==> src/rtl/mips_alu_pkg.sv <==
// Shared ALU control codes and multi-cycle sequencer state encoding.
package mips_alu_pkg;

  // Single-cycle ALU control codes
  localparam logic [3:0] ALU_AND   = 4'b0000;
  localparam logic [3:0] ALU_OR    = 4'b0001;
  localparam logic [3:0] ALU_ADD   = 4'b0010;
  localparam logic [3:0] ALU_SUB   = 4'b0110;
  localparam logic [3:0] ALU_SLT   = 4'b0111;
  localparam logic [3:0] ALU_NOR   = 4'b1100;

  // Multi-cycle codes handled by mult_div_sequencer
  localparam logic [3:0] ALU_MULT  = 4'b1000;
  localparam logic [3:0] ALU_MULTU = 4'b1001;
  localparam logic [3:0] ALU_DIV   = 4'b1010;
  localparam logic [3:0] ALU_DIVU  = 4'b1011;

  typedef enum logic [1:0] {
    ST_IDLE = 2'd0,
    ST_RUN  = 2'd1,
    ST_FIX  = 2'd2
  } mdu_state_t;

  // Codes 1000..1011 belong to the multiply/divide unit
  function automatic logic is_mdu_op(input logic [3:0] code);
    return (code[3:2] == 2'b10);
  endfunction

  // Even codes of the group are the signed variants
  function automatic logic is_signed_op(input logic [3:0] code);
    return ~code[0];
  endfunction

  function automatic logic is_div_op(input logic [3:0] code);
    return code[1];
  endfunction

endpackage

==> src/rtl/mdu_shift_core.sv <==
// One iteration of shift-add multiply or restoring divide on a 2*WIDTH work register.
//   i_is_div   : 1 = restoring divide step, 0 = shift-add multiply step
//   i_work     : current work register {upper, lower}
//   i_operand  : multiplicand (mult) or divisor (div)
//   o_work_nxt : work register after one step
module mdu_shift_core
  import mips_alu_pkg::*;
#(
  parameter int unsigned WIDTH = 32
) (
  input  logic                 i_is_div,
  input  logic [2*WIDTH-1:0]   i_work,
  input  logic [WIDTH-1:0]     i_operand,
  output logic [2*WIDTH-1:0]   o_work_nxt
);

  logic [WIDTH:0] w_sum;
  logic [WIDTH:0] w_rem_sh;
  logic [WIDTH:0] w_diff;

  always_comb begin
    w_sum      = {1'b0, i_work[2*WIDTH-1:WIDTH]} + {1'b0, i_operand};
    // Remainder shifted left with the next dividend bit pulled in
    w_rem_sh   = i_work[2*WIDTH-1:WIDTH-1];
    w_diff     = w_rem_sh - {1'b0, i_operand};
    o_work_nxt = i_work;
    if (i_is_div) begin
      // Top bit of the difference is the borrow: set means restore
      if (!w_diff[WIDTH]) begin
        o_work_nxt = {w_diff[WIDTH-1:0], i_work[WIDTH-2:0], 1'b1};
      end else begin
        o_work_nxt = {w_rem_sh[WIDTH-1:0], i_work[WIDTH-2:0], 1'b0};
      end
    end else if (i_work[0]) begin
      // Carry out of the add becomes the new MSB after the right shift
      o_work_nxt = {w_sum, i_work[WIDTH-1:1]};
    end else begin
      o_work_nxt = {1'b0, i_work[2*WIDTH-1:1]};
    end
  end

endmodule

==> src/rtl/mult_div_sequencer.sv <==
// Multi-cycle mult/multu/div/divu sequencer owning the HI/LO registers.
//   clk, rst_n        : clock, async active-low reset
//   start, alu_ctrl   : issue request and ALU code (sampled in IDLE)
//   op_a, op_b        : multiplicand/dividend, multiplier/divisor
//   flush             : cancel in-flight op, HI/LO untouched
//   hi_we, lo_we,
//   wr_data           : mthi/mtlo writes, honoured in IDLE only
//   busy, done        : registered status; done is a one-cycle pulse
//   hi, lo            : HI/LO architectural registers
module mult_div_sequencer
  import mips_alu_pkg::*;
#(
  parameter int unsigned WIDTH = 32
) (
  input  logic             clk,
  input  logic             rst_n,
  input  logic             start,
  input  logic [3:0]       alu_ctrl,
  input  logic [WIDTH-1:0] op_a,
  input  logic [WIDTH-1:0] op_b,
  input  logic             flush,
  input  logic             hi_we,
  input  logic             lo_we,
  input  logic [WIDTH-1:0] wr_data,
  output logic             busy,
  output logic             done,
  output logic [WIDTH-1:0] hi,
  output logic [WIDTH-1:0] lo
);

  localparam int unsigned CNT_W = $clog2(WIDTH + 1);

  mdu_state_t           r_state,   w_state_nxt;
  logic [CNT_W-1:0]     r_count,   w_count_nxt;
  logic [2*WIDTH-1:0]   r_work,    w_work_nxt;
  logic [WIDTH-1:0]     r_operand, w_operand_nxt;
  logic                 r_is_div,  w_is_div_nxt;
  logic                 r_neg_q,   w_neg_q_nxt;
  logic                 r_neg_r,   w_neg_r_nxt;
  logic                 r_div0,    w_div0_nxt;
  logic [WIDTH-1:0]     r_hi,      w_hi_nxt;
  logic [WIDTH-1:0]     r_lo,      w_lo_nxt;
  logic                 r_busy;
  logic                 r_done,    w_done_nxt;

  logic [2*WIDTH-1:0]   w_core_nxt;
  logic                 w_a_neg, w_b_neg;
  logic [WIDTH-1:0]     w_abs_a, w_abs_b;
  logic [2*WIDTH-1:0]   w_prod;
  logic [WIDTH-1:0]     w_quo, w_rem;

  mdu_shift_core #(.WIDTH(WIDTH)) u_core (
    .i_is_div   (r_is_div),
    .i_work     (r_work),
    .i_operand  (r_operand),
    .o_work_nxt (w_core_nxt)
  );

  // Operand magnitudes and final sign correction
  always_comb begin
    w_a_neg = is_signed_op(alu_ctrl) & op_a[WIDTH-1];
    w_b_neg = is_signed_op(alu_ctrl) & op_b[WIDTH-1];
    w_abs_a = w_a_neg ? -op_a : op_a;
    w_abs_b = w_b_neg ? -op_b : op_b;
    w_prod  = r_neg_q ? -r_work : r_work;
    w_quo   = r_neg_q ? -r_work[WIDTH-1:0] : r_work[WIDTH-1:0];
    if (r_div0) begin
      w_quo = '1;
    end
    // Remainder of a zero divide is the raw dividend, restored by this negate
    w_rem   = r_neg_r ? -r_work[2*WIDTH-1:WIDTH] : r_work[2*WIDTH-1:WIDTH];
  end

  // Next-state and datapath control
  always_comb begin
    w_state_nxt   = r_state;
    w_count_nxt   = r_count;
    w_work_nxt    = r_work;
    w_operand_nxt = r_operand;
    w_is_div_nxt  = r_is_div;
    w_neg_q_nxt   = r_neg_q;
    w_neg_r_nxt   = r_neg_r;
    w_div0_nxt    = r_div0;
    w_hi_nxt      = r_hi;
    w_lo_nxt      = r_lo;
    w_done_nxt    = 1'b0;
    case (r_state)
      ST_IDLE: begin
        if (hi_we) w_hi_nxt = wr_data;
        if (lo_we) w_lo_nxt = wr_data;
        if (start && !flush && is_mdu_op(alu_ctrl)) begin
          w_state_nxt  = ST_RUN;
          w_count_nxt  = CNT_W'(WIDTH);
          w_is_div_nxt = is_div_op(alu_ctrl);
          w_neg_q_nxt  = w_a_neg ^ w_b_neg;
          w_neg_r_nxt  = w_a_neg;
          w_div0_nxt   = (op_b == '0);
          if (is_div_op(alu_ctrl)) begin
            w_work_nxt    = {{WIDTH{1'b0}}, w_abs_a};
            w_operand_nxt = w_abs_b;
          end else begin
            w_work_nxt    = {{WIDTH{1'b0}}, w_abs_b};
            w_operand_nxt = w_abs_a;
          end
        end
      end
      ST_RUN: begin
        if (flush) begin
          w_state_nxt = ST_IDLE;
        end else begin
          w_work_nxt  = w_core_nxt;
          w_count_nxt = r_count - CNT_W'(1);
          if (r_count == CNT_W'(1)) w_state_nxt = ST_FIX;
        end
      end
      ST_FIX: begin
        w_state_nxt = ST_IDLE;
        if (!flush) begin
          w_done_nxt = 1'b1;
          if (r_is_div) begin
            w_hi_nxt = w_rem;
            w_lo_nxt = w_quo;
          end else begin
            w_hi_nxt = w_prod[2*WIDTH-1:WIDTH];
            w_lo_nxt = w_prod[WIDTH-1:0];
          end
        end
      end
      default: w_state_nxt = ST_IDLE;
    endcase
  end

  // State and datapath registers
  always_ff @(posedge clk or negedge rst_n) begin
    if (!rst_n) begin
      r_state   <= ST_IDLE;
      r_count   <= '0;
      r_work    <= '0;
      r_operand <= '0;
      r_is_div  <= 1'b0;
      r_neg_q   <= 1'b0;
      r_neg_r   <= 1'b0;
      r_div0    <= 1'b0;
      r_hi      <= '0;
      r_lo      <= '0;
      r_busy    <= 1'b0;
      r_done    <= 1'b0;
    end else begin
      r_state   <= w_state_nxt;
      r_count   <= w_count_nxt;
      r_work    <= w_work_nxt;
      r_operand <= w_operand_nxt;
      r_is_div  <= w_is_div_nxt;
      r_neg_q   <= w_neg_q_nxt;
      r_neg_r   <= w_neg_r_nxt;
      r_div0    <= w_div0_nxt;
      r_hi      <= w_hi_nxt;
      r_lo      <= w_lo_nxt;
      r_busy    <= (w_state_nxt != ST_IDLE);
      r_done    <= w_done_nxt;
    end
  end

  assign busy = r_busy;
  assign done = r_done;
  assign hi   = r_hi;
  assign lo   = r_lo;

endmodule

==> config.mk <==
export PLATFORM = sky130hd
export DESIGN_NAME = mult_div_sequencer
export DESIGN_NICKNAME = d
export VERILOG_FILES = /design/src/rtl/mips_alu_pkg.sv /design/src/rtl/mdu_shift_core.sv /design/src/rtl/mult_div_sequencer.sv
export SDC_FILE = /design/constraint.sdc
export NUM_CORES = 1
export LEC_CHECK = 0
export ABC_AREA = 1
export CELL_PAD_IN_SITES_DETAIL_PLACEMENT = 1
export CELL_PAD_IN_SITES_GLOBAL_PLACEMENT = 1
export CORE_MARGIN = 2
export CORE_UTILIZATION = 37
export DETAILED_ROUTE_END_ITERATION = 16
export PLACE_DENSITY_LB_ADDON = 0.1
export SLEW_MARGIN = 20
export SYNTH_ARGS = -nofsm -noshare
export SYNTH_HDL_FRONTEND = slang
export SYNTH_SLANG_ARGS = --single-unit
==> constraint.sdc <==
create_clock -name clk -period 2.12 [get_ports clk]
set_input_delay 0.212 -clock clk [delete_from_list [all_inputs] [get_ports clk]]
set_output_delay 0.212 -clock clk [all_outputs]
set_load 0.01 [all_outputs]
==> impl_metrics.toml, run 1 <==
[finish]
num-nets-final = 4244
fillers = 6802
drive_gt1_share_pct = 29.39
diodes = 0
final_area_um2 = 28950
mostFrequentLayoutCell = "nand2_1"
syn2layout_area_growth_pct = 53.25
layout_common_cells = "913 x nand2_1, 677 x buf_4, 409 x inv_1"

[timing]
max_slew.worst_pin.slew_ps = 613.3
setup-tns-final_ps = -15450
fin_worst_skew_ps = 18.24
report.final.hold_viol_count = 0
finalWorstSetupSlack_ps = -401.6
slew_headroom_pct = 59.11
rsz0062_at_grt = "yes"
finalCritPeriodShare_pct = 118.9
max_freq_mhz = 396.6
whs_ps = 173.2
period_minus_slack_ps = 2522
setup_viol = 59
maxSlewViolCount = 0

[critical_path]
cp_num_cells = 15
r2r_slack_ps = -400
cp-startpoint = "r_work[45]"
cp.required_ps = 2500
criticalPathCategory = "register to register"
path_delay_family = "simple AND/OR/NAND/NOR gates"
crit_chain = "ha_1, buf_4, nand2_1, nor2_1, inv_1, nor2_1, nor2_1, nand2_1, nand2_1, nand2_1, nand2_1, nand3_2, nand3_2, nand2_1, nand2_1"
critPathCapture = "r_work[63]"
path_common_cell = "nand2_1"
worst-path-buf-inv = 2
startpoint_type = "register"
cp_max_fo = 4
arrival_ps = 2910
r2r-end = "r_work[63]"
cpMaxStageDelayCell = "dfrtp_1"
reg2regPathDepth = 15
r2r_start = "r_work[45]"
end_kind = "register"
max_stage_delay_ps = 420

[power_and_ir_drop]
finalPower_mw = 40.16
p_sw_mw = 21.02
power_frac_seq_pct = 13.2
comb_power_share_pct = 78.2
internal_power_mw = 19.13
p_leak_nw = 14.74
switching_share_pct = 52.36
irDropWorstVdd_uv = 996.4
pwr-share-clk_pct = 8.6
pwr_density_cell_nw_per_um2 = 1387

[synthesis]
synth_enable_flop_cells = 0
synthSimpleGateAreaFrac_pct = 42.34
synthesis.area_um2 = 18890
syn_avg_cell_area_um2 = 5.809
synthXorXnorAreaFrac_pct = 2.782
ys_async_sr_fraction_pct = 100.0
ys_seq_elements = 174
syn-instance-count = 3252
synth_nets = 3430
synth.area.mux_share_pct = 0
synth_warnings = 0
synth_ff_type = "dfrtp_1"
synth_top_family_by_area = "simple AND/OR/NAND/NOR gates"
synthAdderAreaFrac_pct = 4.848
synthDistinctLibCells = 56
yosysSeqAreaShare_pct = 23.05
synth_compound_area_share_pct = 15.47

[clock_network]
worstSkewPairLatency_ps = 500
cts_tree = "done"
h-tree-depth = 4
cts-root-buf = "clkbuf_16"
cts_sinks = 174
clk_pin_slew_worst_paths_ps = 80
numCtsBuffers = 17
clockBufferDepth = 2

[global_route]
grt_pass1_vias = 27080
antenna_found_initial = 4
grt_pass1_wl_um = 158200
grt_usage_pct = 39.08
grt_max_degree = 69
grt_remaining_overflow = 0

[outcome]
status = "finished with violations"
violations = "negative setup slack"

[routing]
drc = 0
drtIter0Drc = 1984
dr.pass1.iters = 5
wl_per_cell_um = 22.94
drt-total-wl_um = 109000
vias = 26430
antenna_left = 0
vias_per_cell = 5.562

[placement]
placed_area_um2 = 26250
dp_hpwl_um = 86400
place_ws_ps = -482.4
io_buffers = 171
place_congestion = 1.023

[floorplanning]
die_width_um = 230.0
die_h_um = 230.0
io_pins = 172
initial_core_util_pct = 37.58
coreArea_um2 = 50270
rows = 82
die_area_um2 = 52880

[flow_run]
drv_cap = 0

[min_path]
hold_path_class = "primary input to asynchronous set/reset pin"
## timing repair
item,4_1_cts,5_1_grt
gates cloned,2,0
buffers inserted,23,42
hold buffers,1,0
pin swaps,26,124
hold endpoints to repair,117,0
resized for setup,99,354
setup endpoints to repair,62,84
## Yosys cell counts, types with 25 or more instances
library cell	n	area, um^2
ha_1	70	875.8
o211ai_1	27	202.7
inv_1	430	1614
a21oi_1	275	1376
nand2_1	992	3724
xor2_1	43	376.6
nand4_1	39	244.0
nand2_2	25	156.4
nor2_1	430	1614
o21ai_0	126	630.6
nand3_1	267	1336
nor3_1	28	140.1
clkbuf_1	70	262.8
dfrtp_1	174	4354
## per-stage QoR
step / utilization (%) / cells
floorplan: - / 3252
global placement: 52.22 / 4660
detailed placement: 52.22 / 4660
CTS: 54.56 / 4715
global route: 57.58 / 4751
finish: 57.58 / 4751
## power groups by stage
stage / combinational (mW) / sequential (mW) / clock [mW]
after CTS: 27.6 / 5.17 / 3.43
after detailed placement: 25.8 / 5.20 / 0
after global placement: 24.9 / 5.14 / 0
after global routing: 33.4 / 5.36 / 3.59
final: 31.4 / 5.32 / 3.43
after floorplan: 13.0 / 5.18 / 0
## routing by layer
metal  share of wire [%]  GRT usage (%)
met1                  41          48.18
met2                  47          65.45
met3                 6.5          6.114
met4                 6.2          20.95
met5               0.041              0
## cell families after synthesis
logic type	after synthesis
AND/OR/NAND/NOR	1872
buffers and inverters	550
AO/OA/AOI/OAI	524
flip-flops	174
adder cells (fa/ha/maj)	72
XOR/XNOR	60
## sequential cells by signal (all words and copies together) (netlist names), 2 cells and up
register   cells
hi            32
lo            32
r_count        6
r_operand     32
r_state        2
r_work        64
## worst min-delay path by stage
stage	cells past startpoint	slack [ps]	end
global route	2	190	hi[31]
finish	2	170	hi[21]
floorplan	0	-80	busy
CTS	2	180	hi[21]
global placement	1	120	hi[21]
detailed placement	1	120	hi[21]
## area by class of cell
cell class | count | area, um^2 | area share [%]
Clock inverter | 14 | 168.9 | 0.5835
Tap cell | 672 | 840.8 | 2.904
Sequential cell | 174 | 4387 | 15.15
Timing Repair Buffer | 905 | 7614 | 26.30
Inverter | 440 | 1665 | 5.753
Clock buffer | 18 | 439.2 | 1.517
Multi-Input combinational cell | 2528 | 13830 | 47.79
(Power assumes the default switching activity.)
==> run 2, diff against run 1 <==
--- a/config.mk
+++ b/config.mk
@@ -8,6 +8,7 @@
 export ABC_AREA = 1
 export CELL_PAD_IN_SITES_DETAIL_PLACEMENT = 1
 export CELL_PAD_IN_SITES_GLOBAL_PLACEMENT = 1
+export CORE_ASPECT_RATIO = 2
 export CORE_MARGIN = 2
 export CORE_UTILIZATION = 37
 export DETAILED_ROUTE_END_ITERATION = 16
==> run 2 against run 1 <==
Compared with the run above: the run still ends with negative setup slack left; critical path depth rose by 1; fmax fell by 16%; setup slack got worse by 480 ps; count of clock-buffer cells in the layout rose by 1; largest power group unchanged; non-clock buffer count rose by 85; global-route usage rose by 8.2 points; die area rose by 0.21%; utilization rose by 1.7 points; largest cell class unchanged; routed wire length rose by 28%.
==> impl_metrics.toml, run 2 (same netlist as run 1, synthesis figures left out) <==
[outcome]
status = "finished with violations"
violations = "negative setup slack"

[timing]
finalWorstSetupSlack_ps = -885.6
setup-tns-final_ps = -32090
rsz0062_at_grt = "yes"
finalCritPeriodShare_pct = 141.8
fin_worst_skew_ps = 26.62
whs_ps = 240.5
slew_headroom_pct = 52.28
max_freq_mhz = 332.7
period_minus_slack_ps = 3006
maxSlewViolCount = 0
setup_viol = 84
max_slew.worst_pin.slew_ps = 715.9
report.final.hold_viol_count = 0

[routing]
drt-total-wl_um = 139100
dr.pass1.iters = 5
vias_per_cell = 6.167
vias = 29800
drtIter0Drc = 3457
antenna_left = 0
wl_met3_um = 13320
wl_met2_um = 64310
drc = 0
highest_layer = "met5"
m1WireLength_um = 40200
wl_per_cell_um = 28.79

[floorplanning]
initial_core_util_pct = 37.30
die_h_um = 323.6
die_area_um2 = 52990
coreArea_um2 = 50650
rows = 117
die_width_um = 163.8
io_pins = 172

[clock_network]
clk_pin_slew_worst_paths_ps = 80
cts_sinks = 174
numCtsBuffers = 17
cts_tree = "done"
worstSkewPairLatency_ps = 500
clockBufferDepth = 2
h-tree-depth = 4
cts-root-buf = "clkbuf_16"

[finish]
final_area_um2 = 30030
mostFrequentLayoutCell = "nand2_1"
layout_common_cells = "907 x nand2_1, 746 x buf_4, 389 x inv_1"
largest_reg_flops = 64
fin_util_pct = 59.30
num-nets-final = 4336
regMostFlops = "r_work"
drive_gt1_share_pct = 31.92
final_cells = 4832
syn2layout_area_growth_pct = 58.99

[placement]
io_buffers = 171
dp_hpwl_um = 95040
dpl.cell_count = 4704
place_congestion = 1.033
placed_area_um2 = 26720

[power_and_ir_drop]
irDropWorstVdd_uv = 1107
comb_power_share_pct = 80.1
internal_power_mw = 20.29
p_leak_nw = 15.19
power_frac_seq_pct = 12.3
pwr_density_cell_nw_per_um2 = 1519
switching_share_pct = 55.53
pwr-share-clk_pct = 7.6
p_sw_mw = 25.34

[critical_path]
criticalPathCategory = "register to register"
reg2regPathDepth = 16
cp.required_ps = 2480
cpMaxStageDelayCell = "dfrtp_1"
crit_chain = "inv_1, ha_1, nand2_1, nand2_1, nand2_1, nand2_1, a21oi_2, nand2_4, nand2_4, nand2_4, nand2_8, nand2_4, nand2_1, nand3_1, nand2_1, nand2_1"
r2r_slack_ps = -890
startpoint_type = "register"
cp_max_fo = 9
end_kind = "register"
r2r-end = "r_work[49]"
max_stage_delay_ps = 410
arrival_ps = 3370
path_common_cell = "nand2_1"
r2r_start = "r_operand[13]"

[global_route]
grt_usage_pct = 47.31
antenna_found_initial = 18
grt_pass1_wl_um = 184000
grt_remaining_overflow = 0
grt_pass1_vias = 30040
grt_max_degree = 70

[min_path]
hold_path_class = "primary input to asynchronous set/reset pin"

[flow_run]
drv_cap = 0
-- run 2: critical path: cells and delay by family (launching register included) --
family	cells	cell delay, ps
buffers and inverters	1	280
DFF	1	410
and+or+nand+nor	13	1610
AOI/OAI and AO/OA	1	170
adders and majority gates	1	380
-- run 2: power groups by stage --
stage / Sequential [mW] / Clock [mW] / Combinational, mW
2_1_floorplan: 5.18 / 0 / 13.0
3_3_place_gp: 5.25 / 0 / 26.0
3_5_place_dp: 5.33 / 0 / 27.1
4_1_cts: 5.32 / 3.35 / 30.2
5_1_grt: 5.60 / 3.54 / 38.1
6_report: 5.61 / 3.45 / 36.6
-- run 2: area by class of cell --
type	count	area, um^2
Multi-Input combinational cell	2535	14180
Sequential cell	174	4388
Antenna cell	8	20.02
Timing Repair Buffer	990	8359
Inverter	440	1695
Fill cell	6846	20620
Tap cell	654	818.3
Clock buffer	19	442.9
Clock inverter	12	132.6
-- run 2: routing by layer --
layer,vias to the layer above,track usage (%)
met5,-,0
met4,18,54.91
met3,1312,14.61
met2,2210,80.29
met1,13980,40.43
li1,12280,-
-- run 2: worst max-delay path by stage --
stage	cells after the start	to	from	slack, ps
after floorplan	17	r_work[0]	r_work[31]	-90
after global placement	11	r_operand[7]	op_a[0]	-540
after detailed placement	13	r_operand[26]	op_a[1]	-610
after CTS	18	r_work[52]	r_operand[0]	-410
after global routing	17	r_work[46]	r_operand[16]	-1020
final	16	r_work[49]	r_operand[13]	-890
-- run 2: metrics by stage --
stage	setup WS [ps]	total power, mW
CTS	-408.0	38.83
global route	-1019	47.26
global placement	-543.9	31.26
floorplan	-94.29	18.17
finish	-885.6	45.62
detailed placement	-608.6	32.38
-- run 2: repair_timing --
action                                 CTS  global route
gates resized for setup                194           351
buffers inserted                        37            51
endpoints found under the hold margin   34             0
hold buffers                             1             0
pin swaps                               52           128
setup endpoints to repair               74            96
cloned                                   7             1
